**config.mk**
```make
export PLATFORM = sky130hd
export DESIGN_NAME = l2_cache_control
export DESIGN_NICKNAME = d
export VERILOG_FILES = /design/src/rtl/l2_cache_pkg.sv /design/src/rtl/l2_sat_counter.sv /design/src/rtl/l2_cache_control.sv
export SDC_FILE = /design/constraint.sdc
export NUM_CORES = 1
export LEC_CHECK = 0
export CAP_MARGIN = 20
export CORE_MARGIN = 2
export CORE_UTILIZATION = 49
export CTS_BUF_LIST = sky130_fd_sc_hd__clkbuf_8
export DETAILED_ROUTE_END_ITERATION = 8
export PLACE_DENSITY = 0.92
export SYNTH_ARGS = -nofsm -noshare
export SYNTH_HDL_FRONTEND = slang
export SYNTH_HIERARCHICAL = 1
export SYNTH_SLANG_ARGS = --single-unit
export TNS_END_PERCENT = 30
```
**constraint.sdc**
```tcl
create_clock -name clk -period 2.4 [get_ports clk]
set_input_delay 0.36 -clock clk [delete_from_list [all_inputs] [get_ports clk]]
set_output_delay 0.36 -clock clk [all_outputs]
set_load 0.02 [all_outputs]
```
**src/rtl/l2_cache_pkg.sv**
```systemverilog
// l2_cache_pkg: shared types and constants for the L2 cache controller
package l2_cache_pkg;
    typedef enum logic [1:0] {IDLE, COMPARE, WRITEBACK, ALLOCATE} l2_state_t;
    typedef enum logic {DSEL_PMEM = 1'b0, DSEL_CPU = 1'b1} data_sel_t;
    typedef enum logic {PADDR_CPU = 1'b0, PADDR_WB = 1'b1} paddr_sel_t;
    localparam int NUM_WAYS = 2;
endpackage

```
**src/rtl/l2_sat_counter.sv**
```systemverilog
// l2_sat_counter: counter that sticks at its maximum value instead of wrapping
module l2_sat_counter #(
    parameter int WIDTH = 16
) (
    input  logic             clk,
    input  logic             rst,
    input  logic             inc,
    output logic [WIDTH-1:0] count
);
    // clear on reset, count up until all ones
    always_ff @(posedge clk)
        if (rst) count <= '0;
        else if (inc && count != '1) count <= count + WIDTH'(1);
endmodule

```
**src/rtl/l2_cache_control.sv**
```systemverilog
// l2_cache_control: write-back write-allocate 2-way L2 control FSM with hit/miss counters
module l2_cache_control
    import l2_cache_pkg::*;
#(
    parameter int CNT_W = 16
) (
    input  logic                clk,
    input  logic                rst,
    input  logic                mem_read,
    input  logic                mem_write,
    output logic                mem_resp,
    output logic                pmem_read,
    output logic                pmem_write,
    input  logic                pmem_resp,
    input  logic [NUM_WAYS-1:0] hit,
    input  logic [NUM_WAYS-1:0] dirty,
    input  logic                lru,
    output logic [NUM_WAYS-1:0] load_tag,
    output logic [NUM_WAYS-1:0] load_valid,
    output logic [NUM_WAYS-1:0] load_dirty,
    output logic                dirty_in,
    output logic                load_lru,
    output logic                lru_in,
    output logic [NUM_WAYS-1:0] load_data,
    output logic                data_sel,
    output logic                paddr_sel,
    output logic [CNT_W-1:0]    hit_count,
    output logic [CNT_W-1:0]    miss_count
);
    l2_state_t state, nxt;
    logic w, hit_inc, miss_inc;
    // state register
    always_ff @(posedge clk) state <= rst ? IDLE : nxt;
    // next state and array/datapath controls; reset suppresses every load
    always_comb begin
        nxt = state;
        mem_resp = 1'b0;
        pmem_read = 1'b0;
        pmem_write = 1'b0;
        load_tag = '0;
        load_valid = '0;
        load_dirty = '0;
        dirty_in = 1'b0;
        load_lru = 1'b0;
        lru_in = 1'b0;
        load_data = '0;
        data_sel = DSEL_PMEM;
        paddr_sel = PADDR_CPU;
        hit_inc = 1'b0;
        miss_inc = 1'b0;
        w = ~hit[0];
        case (state)
            IDLE: nxt = (mem_read || mem_write) ? COMPARE : IDLE;
            COMPARE:
                if (|hit) begin
                    mem_resp = 1'b1;
                    load_lru = 1'b1;
                    lru_in = ~w;
                    hit_inc = 1'b1;
                    if (mem_write) begin
                        load_data[w] = 1'b1;
                        data_sel = DSEL_CPU;
                        load_dirty[w] = 1'b1;
                        dirty_in = 1'b1;
                    end
                    nxt = IDLE;
                end else begin
                    miss_inc = 1'b1;
                    nxt = dirty[lru] ? WRITEBACK : ALLOCATE;
                end
            WRITEBACK: begin
                pmem_write = 1'b1;
                paddr_sel = PADDR_WB;
                if (pmem_resp) begin
                    load_dirty[lru] = 1'b1;
                    nxt = ALLOCATE;
                end
            end
            ALLOCATE: begin
                pmem_read = 1'b1;
                if (pmem_resp) begin
                    load_data[lru] = 1'b1;
                    load_tag[lru] = 1'b1;
                    load_valid[lru] = 1'b1;
                    load_dirty[lru] = 1'b1;
                    nxt = COMPARE;
                end
            end
            default: nxt = IDLE;
        endcase
        if (rst) begin
            mem_resp = 1'b0;
            load_tag = '0;
            load_valid = '0;
            load_dirty = '0;
            load_lru = 1'b0;
            load_data = '0;
            hit_inc = 1'b0;
            miss_inc = 1'b0;
        end
    end
    l2_sat_counter #(.WIDTH(CNT_W)) u_hit (.clk(clk), .rst(rst), .inc(hit_inc), .count(hit_count));
    l2_sat_counter #(.WIDTH(CNT_W)) u_miss (.clk(clk), .rst(rst), .inc(miss_inc), .count(miss_count));
endmodule
```
==> impl_results.md <==
* Critical path peak fanout at 6
* RSZ-0062 raised after global routing: false
* Top cell type's share of synthesized area at 34.61%
* Critical path class: in2out
* Most common cell in the netlist: dfxtp_1
* Largest cells by area after synthesis: dfxtp_1 (35%), a21oi_1 (5.3%), or4_1 (5.3%), o31ai_1 (4.6%), nor2_1 (3.8%)
* Finish-stage setup viols at 0
* Post-synth ARST share at 0%
* N_diodes at 0
* # fillers at 326
* Dpl hpwl at 3700 um
* Most frequent cells after synthesis: dfxtp_1 (34), a21oi_1 (21), nor2_1 (20)
* Setup Skew at 5.450 ps
* Hold buffers post-CTS at 0
* Vias in the first global route at 1756
* # DRC at 0
* CTS clk-pin slew, worst paths at 70 ps
* Critical Path End Type: output port
* Gr usage total at 23.19%
* Final Hold Vio Count at 0
* Die height at 67.36 um
* Cell Rows at 23
* Die extent in x at 67.36 um
* Fin crit period at 2319 ps
* GP Congestion at 0.8767
* Synth unique cells at 44
* Critical path required time at 2040 ps
* Vias/cell at 5.919
* Num ports at 58
* Core area at 3943 um^2
* Rel. slew slack at 53.25%
* Initial Util at 49.89%
* #FFs+latches synth at 34
* Final period util at 96.63%
* Iter 0 DRT Violations at 119
* CTS tree: yes
* Layout cells sized above 1 at 10.14%
* Clock tree buffer depth at 2
* Max Cap Viol at 0
* Root Buffer: clkbuf_8
* Net Count, Synth at 248
* Outcome: complete, no violations
* Cts repair resizes at 0
* CTS Buf Count at 5
* Drt first pass iters at 4
* Total grt overflow at 0
* Routed vias at 2048
* Per-cell routed wire length at 14.71 um
* Final ANT Viol Nets at 0
* Final Max Slew Viols at 0
* Hold Crit Class: reg2reg
* Largest net degree at the start of global routing at 20
* Leak pwr at 0.0009445 uW
* First-pass GRT wire length at 8169 um
* Worst EP arrival at 1960 ps
* Area Growth Syn to Fin at 37.02%
* Initial antenna violation count at 0
* Worst setup SP type: input port
* Multi-input logic area at 1197 um^2
* Worst path slowest cell: clkdlybuf4s50_1
* Clock sink total at 34
* Max frequency at 431.2 MHz
* Post-synth EDFFs at 0
* Worst path cell trace: clkdlybuf4s50_1, buf_4, or2b_1, nor2_1, clkdlybuf4s50_1
* WHS at 535.8 ps
* Port Buffers at 57
* Ys Warns at 6
* Leading area contributor after synthesis: dfxtp_1
* Worst IR Drop VDD at 0.4122 mV
* Synthesized cell area at 1967 um^2
* CP max stage delay at 600 ps
* Drt total wl at 5090 um
* H-tree lvl count at 2
* Final nets at 308
* Main synth FF type: dfxtp_1
* Most frequent CP cell: clkdlybuf4s50_1
* Avg Cell Area, Syn at 8.334 um^2
* Post-CTS Setup Bufs at 0
* Worst skew pair latency at 280 ps
* Synth Instances at 236
* Die ar. at 4537 um^2
* Register Area at 680.7 um^2
* Worst-margin pin slew at 692.2 ps
* Pwr/cell area at 400.1 nW/um^2
* Sequential share of the synthesized area at 34.61%
* Setup Total Neg Slack at 0 ps
## metal layers
layer	wire length, um	share of wire (%)	vias up	GRT usage, %
met2	2457	48	70	39.11
met4	42	0.83	0	5.612
met1	2293	45	961	29.74
met3	298	5.9	6	5.667
met5	0	0	-	0
li1	-	-	1011	-
## stage by stage
step	setup WS (ps)	cells	total power, uW	utilization (%)	area [um^2]
after detailed placement	-63.00	339	690.5	66.01	2603
after global placement	58.14	339	688.0	66.01	2603
after CTS	44.50	346	1087	68.01	2681
after floorplan	283.2	236	639.8	-	1972
after global routing	5.688	346	1121	68.36	2695
final	80.96	346	1078	68.36	2695
## layout by cell type, fill, tap and decap left out, types with 3 or more instances in the layout
| cell | Yosys | layout |
|---|---|---|
| o31ai_1 | 12 | 12 |
| buf_4 | 5 | 9 |
| nand3_1 | 12 | 12 |
| or3_1 | 6 | 6 |
| mux2i_1 | 3 | 3 |
| o21ai_0 | 8 | 8 |
| dfxtp_1 | 34 | 34 |
| nand3b_1 | 3 | 3 |
| inv_1 | 8 | 8 |
| clkdlybuf4s50_1 | 0 | 54 |
| nor3_1 | 8 | 8 |
| clkbuf_8 | 0 | 5 |
| xnor2_1 | 4 | 4 |
| nor2_1 | 20 | 20 |
| nand2_1 | 14 | 14 |
| and4_1 | 6 | 6 |
| a21oi_1 | 21 | 21 |
| nor2b_1 | 6 | 6 |
| or4_1 | 14 | 14 |
| nor4_1 | 4 | 4 |
| nand4_1 | 6 | 6 |
| dlymetal6s2s_1 | 0 | 3 |
## final cells by class
cell class                 instances  area share [%]
clock buffer                       5           2.553
clock inverter                     2          0.3714
inverter                           8           1.114
multi-input combinational        181           44.43
sequential                        34           25.26
tap                               50           2.321
timing repair buffer              66           23.96
## kinds of logic after synthesis
kind of cell / after synthesis / synth area share, %
buffers and inverters: 21 / 5.089
AND/OR/NAND/NOR: 117 / 37.72
multiplexers: 5 / 2.672
AO/OA/AOI/OAI: 53 / 16.86
adder cells (fa/ha/maj): 2 / 1.272
flip-flops: 34 / 34.61
XOR/XNOR: 4 / 1.781
## worst max-delay path: cells and delay by family
kind,cells,cell delay (ps)
AND/OR/NAND/NOR,2,330
buffers and inverters,3,1260
## flip-flops by register name, indices dropped and copies added, names as in the netlist, named ones only
name and flops:
state 1, u_hit/count 16, u_miss/count 16
## report_power, final
| part | switching, uW | internal [uW] |
|---|---|---|
| clock | 204 | 195 |
| combinational | 51.8 | 52.4 |
| sequential | 6.67 | 568 |
## worst paths after layout
check | from | endpoint | slack (ps) | cells after the start
worst min register to register | u_miss/count[15] | u_miss/count[15] | 540 | 2
worst max-delay path | rst | load_data[0] | 80 | 5
worst min-delay path | u_miss/count[15] | u_miss/count[15] | 540 | 2
worst max register to register | state[0] | u_hit/count[11] | 300 | 5
Note: power is estimated with default switching activity, not from simulation.
